File: src/rtl/t08_imem_fetch_handler.sv
// Instruction-fetch handler: turns the PC into one bus read at a time, freezes the PC stage
// while the read is outstanding and registers the word for decode. Optional: T08_IMEM_REUSE_EN.
module t08_imem_fetch_handler #(
  parameter int unsigned ACK_TIMEOUT = 255
) (
  input  logic        clk,
  input  logic        nrst,
  input  logic [31:0] pc,
  input  logic        data_stall,
  input  logic        bus_ack,
  input  logic [31:0] bus_rdata,
  output logic        bus_req,
  output logic [31:0] bus_addr,
  output logic [31:0] instr,
  output logic        instr_valid,
  output logic        freeze,
  output logic        fetch_err,
  output logic [1:0]  fsm_state
);

  // Handshake: bus_req is held until a one-cycle bus_ack; bus_ack counts only in WAIT,
  // where bus_rdata is captured in the same cycle.
  typedef enum logic [1:0] {
    IDLE    = 2'd0,
    REQ     = 2'd1,
    WAIT    = 2'd2,
    DELIVER = 2'd3
  } state_t;

  localparam logic [7:0] TIMEOUT_VAL = 8'(ACK_TIMEOUT);

  state_t     state;
  logic [7:0] ack_cnt;
  logic       timeout;
  logic       tag_hit;

  // ack_cnt is 0 in the first WAIT cycle; the cycle in which it equals ACK_TIMEOUT
  // with no ack is the timeout cycle. An ack in that cycle still wins.
  assign timeout = (state == WAIT) && !bus_ack && (ack_cnt == TIMEOUT_VAL);

`ifdef T08_IMEM_REUSE_EN
  logic [31:0] tag;
  logic        tag_valid;

  assign tag_hit = tag_valid && (pc == tag);

  always_ff @(posedge clk or negedge nrst) begin
    if (!nrst) begin
      tag       <= '0;
      tag_valid <= 1'b0;
    end else if (state == WAIT && bus_ack) begin
      tag       <= pc;
      tag_valid <= 1'b1;
    end
  end
`else
  assign tag_hit = 1'b0;
`endif

  always_ff @(posedge clk or negedge nrst) begin
    if (!nrst) begin
      state   <= IDLE;
      ack_cnt <= '0;
      instr   <= '0;
    end else begin
      case (state)
        IDLE: state <= REQ;
        REQ: begin
          if (tag_hit) begin
            state <= DELIVER;
          end else if (!data_stall) begin
            state   <= WAIT;
            ack_cnt <= '0;
          end
        end
        WAIT: begin
          if (bus_ack) begin
            instr <= bus_rdata;
            state <= DELIVER;
          end else if (ack_cnt == TIMEOUT_VAL) begin
            state <= REQ;
          end else begin
            ack_cnt <= ack_cnt + 8'd1;
          end
        end
        DELIVER: begin
          if (!data_stall) state <= REQ;
        end
        default: state <= IDLE;
      endcase
    end
  end

  always_comb begin
    bus_req     = 1'b0;
    freeze      = 1'b0;
    instr_valid = 1'b0;
    case (state)
      IDLE: freeze = 1'b0;
      REQ: begin
        freeze  = 1'b1;
        bus_req = !data_stall && !tag_hit;
      end
      WAIT: begin
        freeze  = 1'b1;
        bus_req = !timeout;
      end
      DELIVER: begin
        // A data access holding the bus also delays the commit cycle.
        freeze      = data_stall;
        instr_valid = 1'b1;
      end
      default: freeze = 1'b0;
    endcase
  end

  assign bus_addr  = pc;
  assign fetch_err = timeout;
  assign fsm_state = state;

endmodule

File: config.mk
export PLATFORM = sky130hd
export DESIGN_NAME = t08_imem_fetch_handler
export DESIGN_NICKNAME = d
export VERILOG_FILES = /design/src/rtl/t08_imem_fetch_handler.sv
export SDC_FILE = /design/constraint.sdc
export NUM_CORES = 1
export LEC_CHECK = 0
export CAP_MARGIN = 10
export CORE_MARGIN = 1
export CORE_UTILIZATION = 39
export DETAILED_ROUTE_END_ITERATION = 7
export PLACE_DENSITY = 0.94
export SYNTH_ARGS = -nofsm -noshare
export SYNTH_HDL_FRONTEND = slang
export SYNTH_SLANG_ARGS = --single-unit
File: constraint.sdc
create_clock -name clk -period 5.26 [get_ports clk]
set_input_delay 1.052 -clock clk [delete_from_list [all_inputs] [get_ports clk]]
set_output_delay 1.052 -clock clk [all_outputs]
set_load 0.005 [all_outputs]
## Yosys cells after proc, flatten, opt, wreduce, memory -nomap -nowiden

Index checks and enable logic that the tools add are counted.

- Register bits after elaboration: 42
- Bits of input ports: 68
- Output and inout bits: 70
- Word-level logic and storage cells: 36

- Multiplexer cells: 12
- Eq/ne operators: 9
- $add $sub $neg: 1
- Reduce and logical (&&, ||, !) cells: 11

Operators by type and width:

| operator | number |
|---|---|
| 8-bit two-way mux | 3 |
| 8-bit one-hot mux with 2 select lines | 1 |
| 8-bit by 1-bit adder with 8-bit output (second input constant) | 1 |
| 8-bit == test (second input constant) | 1 |
| 2-bit two-way mux | 4 |
| 2-bit != test (second input constant) | 4 |
| 2-bit one-hot mux with 4 select lines | 1 |
| 2-bit == test (second input constant) | 2 |
| 4-bit AND reduction | 1 |
| 1-bit zero test | 3 |
| 3-bit by 2-bit != test with 1-bit output (second input constant) | 1 |
| 1-bit one-hot mux with 3 select lines | 1 |
| 3-bit AND reduction | 1 |
| 2-bit by 1-bit == test with 1-bit output (second input constant) | 1 |
| 1-bit logical AND | 2 |
| 2-bit zero test | 1 |
| 1-bit one-hot mux with 2 select lines | 1 |
| 2-bit AND reduction | 1 |
| 2-bit nonzero test | 1 |
| 2-bit OR reduction | 1 |
| 1-bit two-way mux | 1 |

## Depth between registers and ports, before layout

Gate-level depths: netlist (run 1).

- Word-level depth: 5
- Gate-level depth with buffers: 7
- Depth with buffers taken out: 6

## Worst setup path after synthesis (run 1)

OpenSTA, ideal clock, no wires.

- Path type: in2out
- Start point: input port data_stall
- End point: output port bus_req
- Arrival time: 1.309 ns
- Required time: 4.208 ns
- Stages: 2
- Buffers on the path: 0
- Path slack: 2.899 ns
- Cell sequence: nand2b_1 a21boi_1

- Word-level cells in the longest chain between the ends: 2

RTL lines:

| what | line | source |
|---|---|---|
| start, declared | 9 | `input logic data_stall,` |
| 1-bit zero test | 102 | `bus_req = !data_stall && !tag_hit;` |
| 1-bit one-hot mux with 2 select lines | 98 | `case (state)` |
| end, declared | 12 | `output logic bus_req,` |

Every way passes these cells.

## Worst setup path in the final report (run 1)

- Start point: input port bus_ack
- End point: output port bus_req

- Word-level cells in the longest chain between the ends: 5

RTL lines:

| what | line | source |
|---|---|---|
| start, declared | 10 | `input logic bus_ack,` |
| 1-bit zero test | 39 | `assign timeout = (state == WAIT) && !bus_ack && (ack_cnt == TIMEOUT_VAL);` |
| 1-bit logical AND (2 in series) | 39 |  |
| 1-bit zero test | 106 | `bus_req = !timeout;` |
| 1-bit one-hot mux with 2 select lines | 98 |  |

Every way passes these cells.

==> results_dict.tcl, run 1 <==
set metrics [dict create \
    fin_nets 294 \
    timing.final.crit_share_pct 64.8 \
    setup-tns-final_ns 0 \
    fmax_mhz 294 \
    ir_drop_mv 0.241 \
    status "finished clean" \
    cts_setup_buffers 0 \
    syn2layout_area_growth_pct 30.7 \
    slew_headroom_pct 38.8 \
    dr.pass1.iters 4 \
    port_buffers 73 \
    grt_max_degree 43 \
    drt-initial-drc-count 93 \
    gp_congestion 0.882 \
    holdBufCountCts 0 \
    fp.dieArea_um2 5730 \
    fin_skew_ns 0.00649 \
    clock_latency_ns 0.29 \
    yosys-top-cells-count "42 x dfrtp_1, 32 x buf_4, 32 x mux2_2" \
    cts_root_buf "clkbuf_8" \
    initial_utilization_pct 40.9 \
    routed_via_density 5.05 \
    synth.avg_cell_area_um2 12.0 \
    track_usage_pct 15.6 \
    cts_max_level 2 \
    ant_nets 0 \
    synth_area_leader_cell "dfrtp_1" \
    globalRouteOverflowTotal 0 \
    die_x_um 75.7 \
    cts_tree "built" \
    rows 26 \
    cts.sinks 42 \
    critPathLaunchType "input pin" \
    hpwlAfterDp_um 2960 \
    drc_errors 0 \
    synth_fp_nets 250 \
    wl_um 4070 \
    grt_pass1_wl_um 6440 \
    yosysMostFrequentCell "dfrtp_1" \
    ys_types 31 \
    antenna_found_initial 0 \
    grt_setup_unrepaired "false" \
    cts_resized 0 \
    synth_area_leaders "dfrtp_1 50%, mux2_2 17%, buf_4 11%, ha_1 3.5%, o31ai_1 2.8%" \
    slowest_delay_ns 0.53 \
    tightest_slew_ns 0.918 \
    yosysWarnings 0 \
    die_y_um 75.7 \
    core_region_area_um2 5170 \
    setup_viol 0 \
    worst_slack_ns 1.85 \
    post-place-cells 283 \
    clockBufferDepth 2 \
    clk_pin_slew_ns 0.07 \
    synth_edf_count 0 \
    ys_seq_elements 42 \
    fin_cells 291 \
    synth_seq_area_share_pct 49.6 \
    worstPathRequired_ns 4.21 \
    p_per_area_nw_per_um2 490 \
    critical_path_class "in -> out" \
    p_leak_nw 1.17 \
    synth_cells 176 \
    maxCapViolations 0 \
    hold_viol_final 0 \
    crit_fanout 3 \
    slew_violations 0 \
    pre_cts_ws_ns 1.84 \
    cpMostUsedCell "clkdlybuf4s50_1" \
    p_total_mw 1.36 \
    critPathArrivalTime_ns 2.35 \
    grt_pass1_vias 1430 \
    io_pins 138 \
    crit_slowest_cell "clkdlybuf4s50_1" \
    synth_area_um2 2120 \
    vias 1469 \
    synth_ff_type "dfrtp_1" \
    end_kind "primary output" \
    drive_gt1_share_pct 20.8 \
    wl_per_cell_um 14.0 \
    antenna_cells 0 \
    cp_cell_sequence "clkdlybuf4s50_1 > o21ai_0 > a21boi_1 > clkdlybuf4s50_1" \
    cts_buffers 5 \
    hold_path_class "reg -> reg" \
    ys_async_sr_fraction_pct 100 \
    synth_top_area_share_pct 49.6 \
    fin_crit_ns 3.41 \
    final_util_pct 53.5 \
]
[critical path, delay by kind of cell]
| family | cells | cell delay (ns) |
|---|---|---|
| AOI/OAI and AO/OA | 2 | 0.27 |
| buffers and inverters | 2 | 1.03 |
[placed cells by master (no fill, tap or decap), types with 2 or more instances in the layout]
cell	Yosys	routed
o211ai_1	2	2
mux2i_1	2	2
mux2_2	32	32
dfrtp_1	42	42
clkdlybuf4s50_1	0	72
nand2b_1	4	4
ha_1	6	6
o21ai_0	6	6
inv_1	4	4
nand2_1	8	8
nor2_1	4	4
nand3_1	4	4
o31ai_1	8	8
clkbuf_8	0	6
[worst paths after layout]
check	depth (start not counted)	end	slack (ns)	from
worst max-delay path	4	bus_req	1.85	bus_ack
worst max register to register	6	ack_cnt[2]$_DFFE_PN0P_	3.14	fsm_state[0]$_DFFE_PN0P_
max in group asynchronous	1	fsm_state[0]$_DFFE_PN0P_	3.80	nrst
worst min-delay path	1	instr[25]$_DFFE_PN0P_	0.50	instr[25]$_DFFE_PN0P_
worst min register to register	1	instr[25]$_DFFE_PN0P_	0.50	instr[25]$_DFFE_PN0P_
min in group asynchronous	1	ack_cnt[0]$_DFFE_PN0P_	0.89	nrst
[power breakdown]
| part | internal (mW) | switching, mW | total (mW) |
|---|---|---|---|
| Clock | 0.105 | 0.108 | 0.213 |
| Sequential | 0.459 | 0.0704 | 0.529 |
| Combinational | 0.407 | 0.207 | 0.614 |
| Total | 0.971 | 0.386 | 1.36 |
[routing by layer]
metal	wire length (µm)	share of wire, %	vias to the layer above	track usage (%)
met3	343	8.4	14	5.82
met1	1740	43	707	20.0
met2	1900	47	74	23.1
met5	0	0	-	0
met4	85	2.1	0	7.61
li1	-	-	674	-
[sequential cells by signal, summed over array words and instances, names as in the netlist]
register,cells
fsm_state,2
ack_cnt,8
instr,32
[final cells by class]
type | instances | area [µm²]
Clock buffer | 6 | 82.6
Clock inverter | 2 | 12.5
Fill cell | 453 | 2400
Inverter | 4 | 15.0
Multi-Input combinational cell | 93 | 786
Sequential cell | 42 | 1050
Tap cell | 70 | 87.6
Timing Repair Buffer | 74 | 733
[kinds of logic after synthesis]
logic type	after synthesis	share of synthesized area, %
flip-flops	42	49.6
AO/OA/AOI/OAI	23	7.33
AND/OR/NAND/NOR	30	8.27
buffers and inverters	41	13.2
multiplexers	34	18.0
adder cells (fa/ha/maj)	6	3.55
[metrics by stage]
step | hold slack [ns] | instance area, µm²
2_1_floorplan | 0.493 | 2120
3_3_place_gp | 0.485 | 2670
3_5_place_dp | 0.492 | 2670
4_1_cts | 0.509 | 2770
5_1_grt | 0.521 | 2770
6_report | 0.505 | 2770
(Power assumes the default switching activity.)
==> run 2, diff against run 1 <==
- CORE_UTILIZATION: 39 -> 33
- PLACE_DENSITY: 0.94 -> 0.85
- clock period: 5.26 -> 2.85 ns (I/O delays scaled with it)
==> results_dict.tcl, run 2 (synthesis gave the netlist of run 1 again) <==
set metrics [dict create \
    status "finished clean" \
    rows 28 \
    crit_family "simple AND/OR/NAND/NOR gates" \
    cts.sinks 42 \
    final_common_cell "clkdlybuf4s50_1" \
    hold_path_class "in -> async" \
    die_y_um 82.1 \
    critPathArrivalTime_ns 2.08 \
    drt-initial-drc-count 48 \
    dr.pass1.iters 4 \
    io_pins 138 \
    slew_violations 0 \
    routed_via_density 4.95 \
    fin_nets 295 \
    track_usage_pct 13.5 \
    worstPathRequired_ns 2.28 \
    crit_fanout 5 \
    core_region_area_um2 6060 \
    cts_max_level 2 \
    maxCapViolations 0 \
    globalRouteOverflowTotal 0 \
    clockBufferDepth 2 \
    ir_drop_mv 0.467 \
    combPwrFrac_pct 45.6 \
    cts_tree "built" \
    die_x_um 82.1 \
    syn2layout_area_growth_pct 31.5 \
    antenna_cells 0 \
    holdBufCountCts 0 \
    p_seq_share_pct 38.8 \
    port_buffers 73 \
    wl_um 4100 \
    fin_crit_ns 2.65 \
    timing.final.crit_share_pct 92.8 \
    tightest_slew_ns 0.931 \
    critical_path_class "reg -> out" \
    critPathLaunchType "flip-flop" \
    ant_nets 0 \
    timing.hold.ws_ns 0.417 \
    end_kind "primary output" \
    grt_setup_unrepaired "false" \
    fin_skew_ns 0.00401 \
    hpwlAfterDp_um 2910 \
    hold_viol_final 0 \
    setup-tns-final_ns 0 \
    vias 1470 \
    clk_pin_slew_ns 0.08 \
    clock_latency_ns 0.28 \
    drive_gt1_share_pct 21.6 \
    initial_utilization_pct 34.9 \
    fmax_mhz 378 \
    drc_errors 0 \
    fp.dieArea_um2 6740 \
    wl_per_cell_um 13.8 \
    largest_reg_flops 32 \
    p_clk_share_pct 15.7 \
    p_leak_nw 1.17 \
    grt_pass1_wl_um 6820 \
    slowest_delay_ns 0.44 \
    p_switching_mw 0.715 \
    internal_power_mw 1.80 \
    grt_pass1_vias 1522 \
    gp_congestion 0.787 \
    critPathBufInv 1 \
    antenna_found_initial 0 \
    p_per_area_nw_per_um2 904 \
    cp_cell_sequence "ha_2 > nand4_2 > or2_1 > o21ai_0 > a21boi_1 > clkdlybuf4s50_1" \
    grt_max_degree 43 \
    crit_slowest_cell "clkdlybuf4s50_1" \
    top_register "instr" \
    final_cell_mix "72 x clkdlybuf4s50_1, 42 x dfrtp_1, 32 x mux2_2" \
    cts_buffers 5 \
    setup_viol 0 \
    cts_root_buf "clkbuf_8" \
    p_sw_share_pct 28.4 \
    slew_headroom_pct 37.9 \
]
[run 2: cell count changes in the layout (fill, tap and decap cells not counted), sizes merged]
cell  delta
buf      +1
[run 2: final timing paths]
kind / from / endpoint / slack [ns] / depth (start not counted)
max: ack_cnt[1]$_DFFE_PN0P_ / bus_req / 0.20 / 6
min: nrst / instr[17]$_DFFE_PN0P_ / 0.42 / 1
max reg2reg: fsm_state[0]$_DFFE_PN0P_ / ack_cnt[2]$_DFFE_PN0P_ / 0.68 / 5
min reg2reg: instr[29]$_DFFE_PN0P_ / instr[29]$_DFFE_PN0P_ / 0.51 / 1
max in group asynchronous: nrst / instr[27]$_DFFE_PN0P_ / 1.84 / 1
min in group clk: instr[29]$_DFFE_PN0P_ / instr[29]$_DFFE_PN0P_ / 0.51 / 1
[run 2: per-stage QoR]
stage                     power (mW)  instances  util, %  cell area [µm²]  setup WS [ns]
after CTS                       2.55        296     45.8             2770          0.146
after global placement          2.09        288     44.2             2680          0.469
final                           2.52        297     45.9             2780          0.205
after global routing            2.72        297     45.9             2780         0.0142
after floorplan                 1.49        176        -             2120           1.04
after detailed placement        2.13        288     44.2             2680          0.440
[run 2: metal layers]
layer	wire length (µm)	global-route usage (%)	vias up
met1	1640	14.9	704
met3	411	6.26	16
li1	-	-	672
met4	74	6.32	0
met2	1970	22.2	78
met5	0	0	-
[run 2: layout make-up]
cell class / instances / area (µm²)
multi-input combinational: 93 / 788
timing repair buffer: 75 / 741
tap: 75 / 93.8
clock inverter: 2 / 12.5
fill: 553 / 3280
inverter: 4 / 15.0
clock buffer: 6 / 82.6
sequential: 42 / 1050
[run 2: power by group through the flow]
stage	registers, mW	clock network [mW]	logic (mW)
after floorplan	1.00	0	0.484
after global placement	0.975	0	1.12
after detailed placement	0.992	0	1.14
after CTS	0.979	0.422	1.15
after global routing	1.01	0.440	1.26
final	0.975	0.394	1.15
[run 2: what timing repair did]
item,4_1_cts,5_1_grt
setup buffers,0,1
setup endpoints to repair,0,1
gates resized for setup,0,1
hold endpoints to repair,0,0
==> run 3, diff against run 2 <==
- CORE_ASPECT_RATIO: not set -> 1.1
==> results_dict.tcl, run 3 (synthesis gave the netlist of run 1 again) <==
set metrics [dict create \
    pre_cts_ws_ns 0.451 \
    wl_um 4000 \
    fp.dieArea_um2 6740 \
    post-place-cells 293 \
    drt-initial-drc-count 76 \
    cts_setup_buffers 0 \
    maxCapViolations 0 \
    ff2ff_path_depth 5 \
    ant_nets 0 \
    io_pins 138 \
    antenna_found_initial 0 \
    worst_slack_ns 0.212 \
    worstPathRequired_ns 2.28 \
    top_register "instr" \
    drive_gt1_share_pct 21.3 \
    p_total_mw 2.49 \
    hold_path_class "in -> async" \
    final_util_pct 45.0 \
    slew_headroom_pct 37.4 \
    timing.hold.ws_ns 0.418 \
    clockBufferDepth 2 \
    rows 30 \
    p_switching_mw 0.716 \
    core_region_area_um2 6190 \
    cts_root_buf "clkbuf_8" \
    critPathLaunchType "flip-flop" \
    final_cell_mix "72 x clkdlybuf4s50_1, 42 x dfrtp_1, 32 x mux2_2" \
    gp_congestion 0.809 \
    internal_power_mw 1.77 \
    r2r_slack_ns 0.72 \
    status "finished clean" \
    routed_via_density 4.76 \
    grt_max_degree 43 \
    critPathArrivalTime_ns 2.07 \
    grt_setup_unrepaired "false" \
    port_buffers 73 \
    drc_errors 0 \
    timing.final.crit_share_pct 92.6 \
    antenna_cells 0 \
    dr.pass1.iters 4 \
    final_common_cell "clkdlybuf4s50_1" \
    p_clk_share_pct 15.2 \
    die_y_um 86.0 \
    largest_reg_flops 32 \
    fin_crit_ns 2.64 \
    crit_end "bus_req" \
    slew_violations 0 \
    crit_fanout 5 \
    critical_path_class "reg -> out" \
    hpwlAfterDp_um 2850 \
    clock_latency_ns 0.29 \
    initial_utilization_pct 34.2 \
    p_sw_share_pct 28.8 \
    fin_skew_ns 0.00453 \
    end_kind "primary output" \
    setup_viol 0 \
    ir_drop_mv 0.466 \
    die_x_um 78.4 \
    p_per_area_nw_per_um2 893 \
    grt_pass1_vias 1460 \
    hold_viol_final 0 \
    fin_nets 294 \
    cp-startpoint "ack_cnt[0]$_DFFE_PN0P_" \
    cts_max_level 2 \
    wl_per_cell_um 13.3 \
    setup-tns-final_ns 0 \
    globalRouteOverflowTotal 0 \
    cts.sinks 42 \
    rr_endpoint "ack_cnt[6]$_DFFE_PN0P_" \
    clk_pin_slew_ns 0.08 \
    grt_pass1_wl_um 6620 \
    cts_tree "built" \
    fmax_mhz 379 \
    syn2layout_area_growth_pct 31.7 \
    tightest_slew_ns 0.939 \
    vias 1433 \
    stdcell_area_um2 2790 \
    p_seq_share_pct 39.6 \
    track_usage_pct 12.6 \
    fin_cells 301 \
    placed_area_um2 2690 \
    combPwrFrac_pct 45.2 \
    r2r_start "fsm_state[0]$_DFFE_PN0P_" \
    p_leak_nw 1.17 \
    cts_buffers 5 \
]
## run 3: critical path, cell delays in order, from the launching register on
cell             delay (ns)
dfrtp_1                0.45
ha_4                   0.20
nand4_2                0.16
or2_1                  0.30
o21ai_0                0.16
a21boi_1               0.08
clkdlybuf4s50_1        0.44
## run 3: final cells by class
class                      count  area (µm²)
timing repair buffer          74         733
multi-input combinational     93         798
clock buffer                   5        68.8
inverter                       4        15.0
clock inverter                 3        21.3
tap                           80         100
fill                         574        3410
sequential                    42        1050
## run 3: worst min-delay path by stage
stage | start | endpoint | slack (ns) | cells past startpoint
2_1_floorplan | nrst | ack_cnt[0]$_DFFE_PN0P_ | 0.27 | 0
6_report | nrst | instr[28]$_DFFE_PN0P_ | 0.42 | 1
4_1_cts | nrst | instr[26]$_DFFE_PN0P_ | 0.44 | 1
3_3_place_gp | instr[8]$_DFFE_PN0P_ | instr[8]$_DFFE_PN0P_ | 0.49 | 1
5_1_grt | nrst | instr[26]$_DFFE_PN0P_ | 0.50 | 1
3_5_place_dp | instr[7]$_DFFE_PN0P_ | instr[7]$_DFFE_PN0P_ | 0.49 | 1
## run 3: repair_timing
action	in CTS	in global routing
setup endpoints to repair	0	1
endpoints found under the hold margin	0	0
resized for setup	0	2
hold buffers	0	0
## run 3: power by group through the flow
| stage | Clock [mW] | Combinational (mW) | Sequential, mW |
|---|---|---|---|
| after floorplan | 0 | 0.484 | 1.00 |
| after global placement | 0 | 1.11 | 0.977 |
| after detailed placement | 0 | 1.13 | 0.993 |
| after CTS | 0.401 | 1.14 | 0.981 |
| after global routing | 0.424 | 1.23 | 1.02 |
| final | 0.378 | 1.13 | 0.984 |
## run 3: metal layers
layer	track usage [%]	part of all wire [%]	up-vias
met5	0	0	-
met4	5.39	1.7	0
met3	4.89	8.5	10
met2	21.8	48	59
met1	13.8	42	693
li1	-	-	671
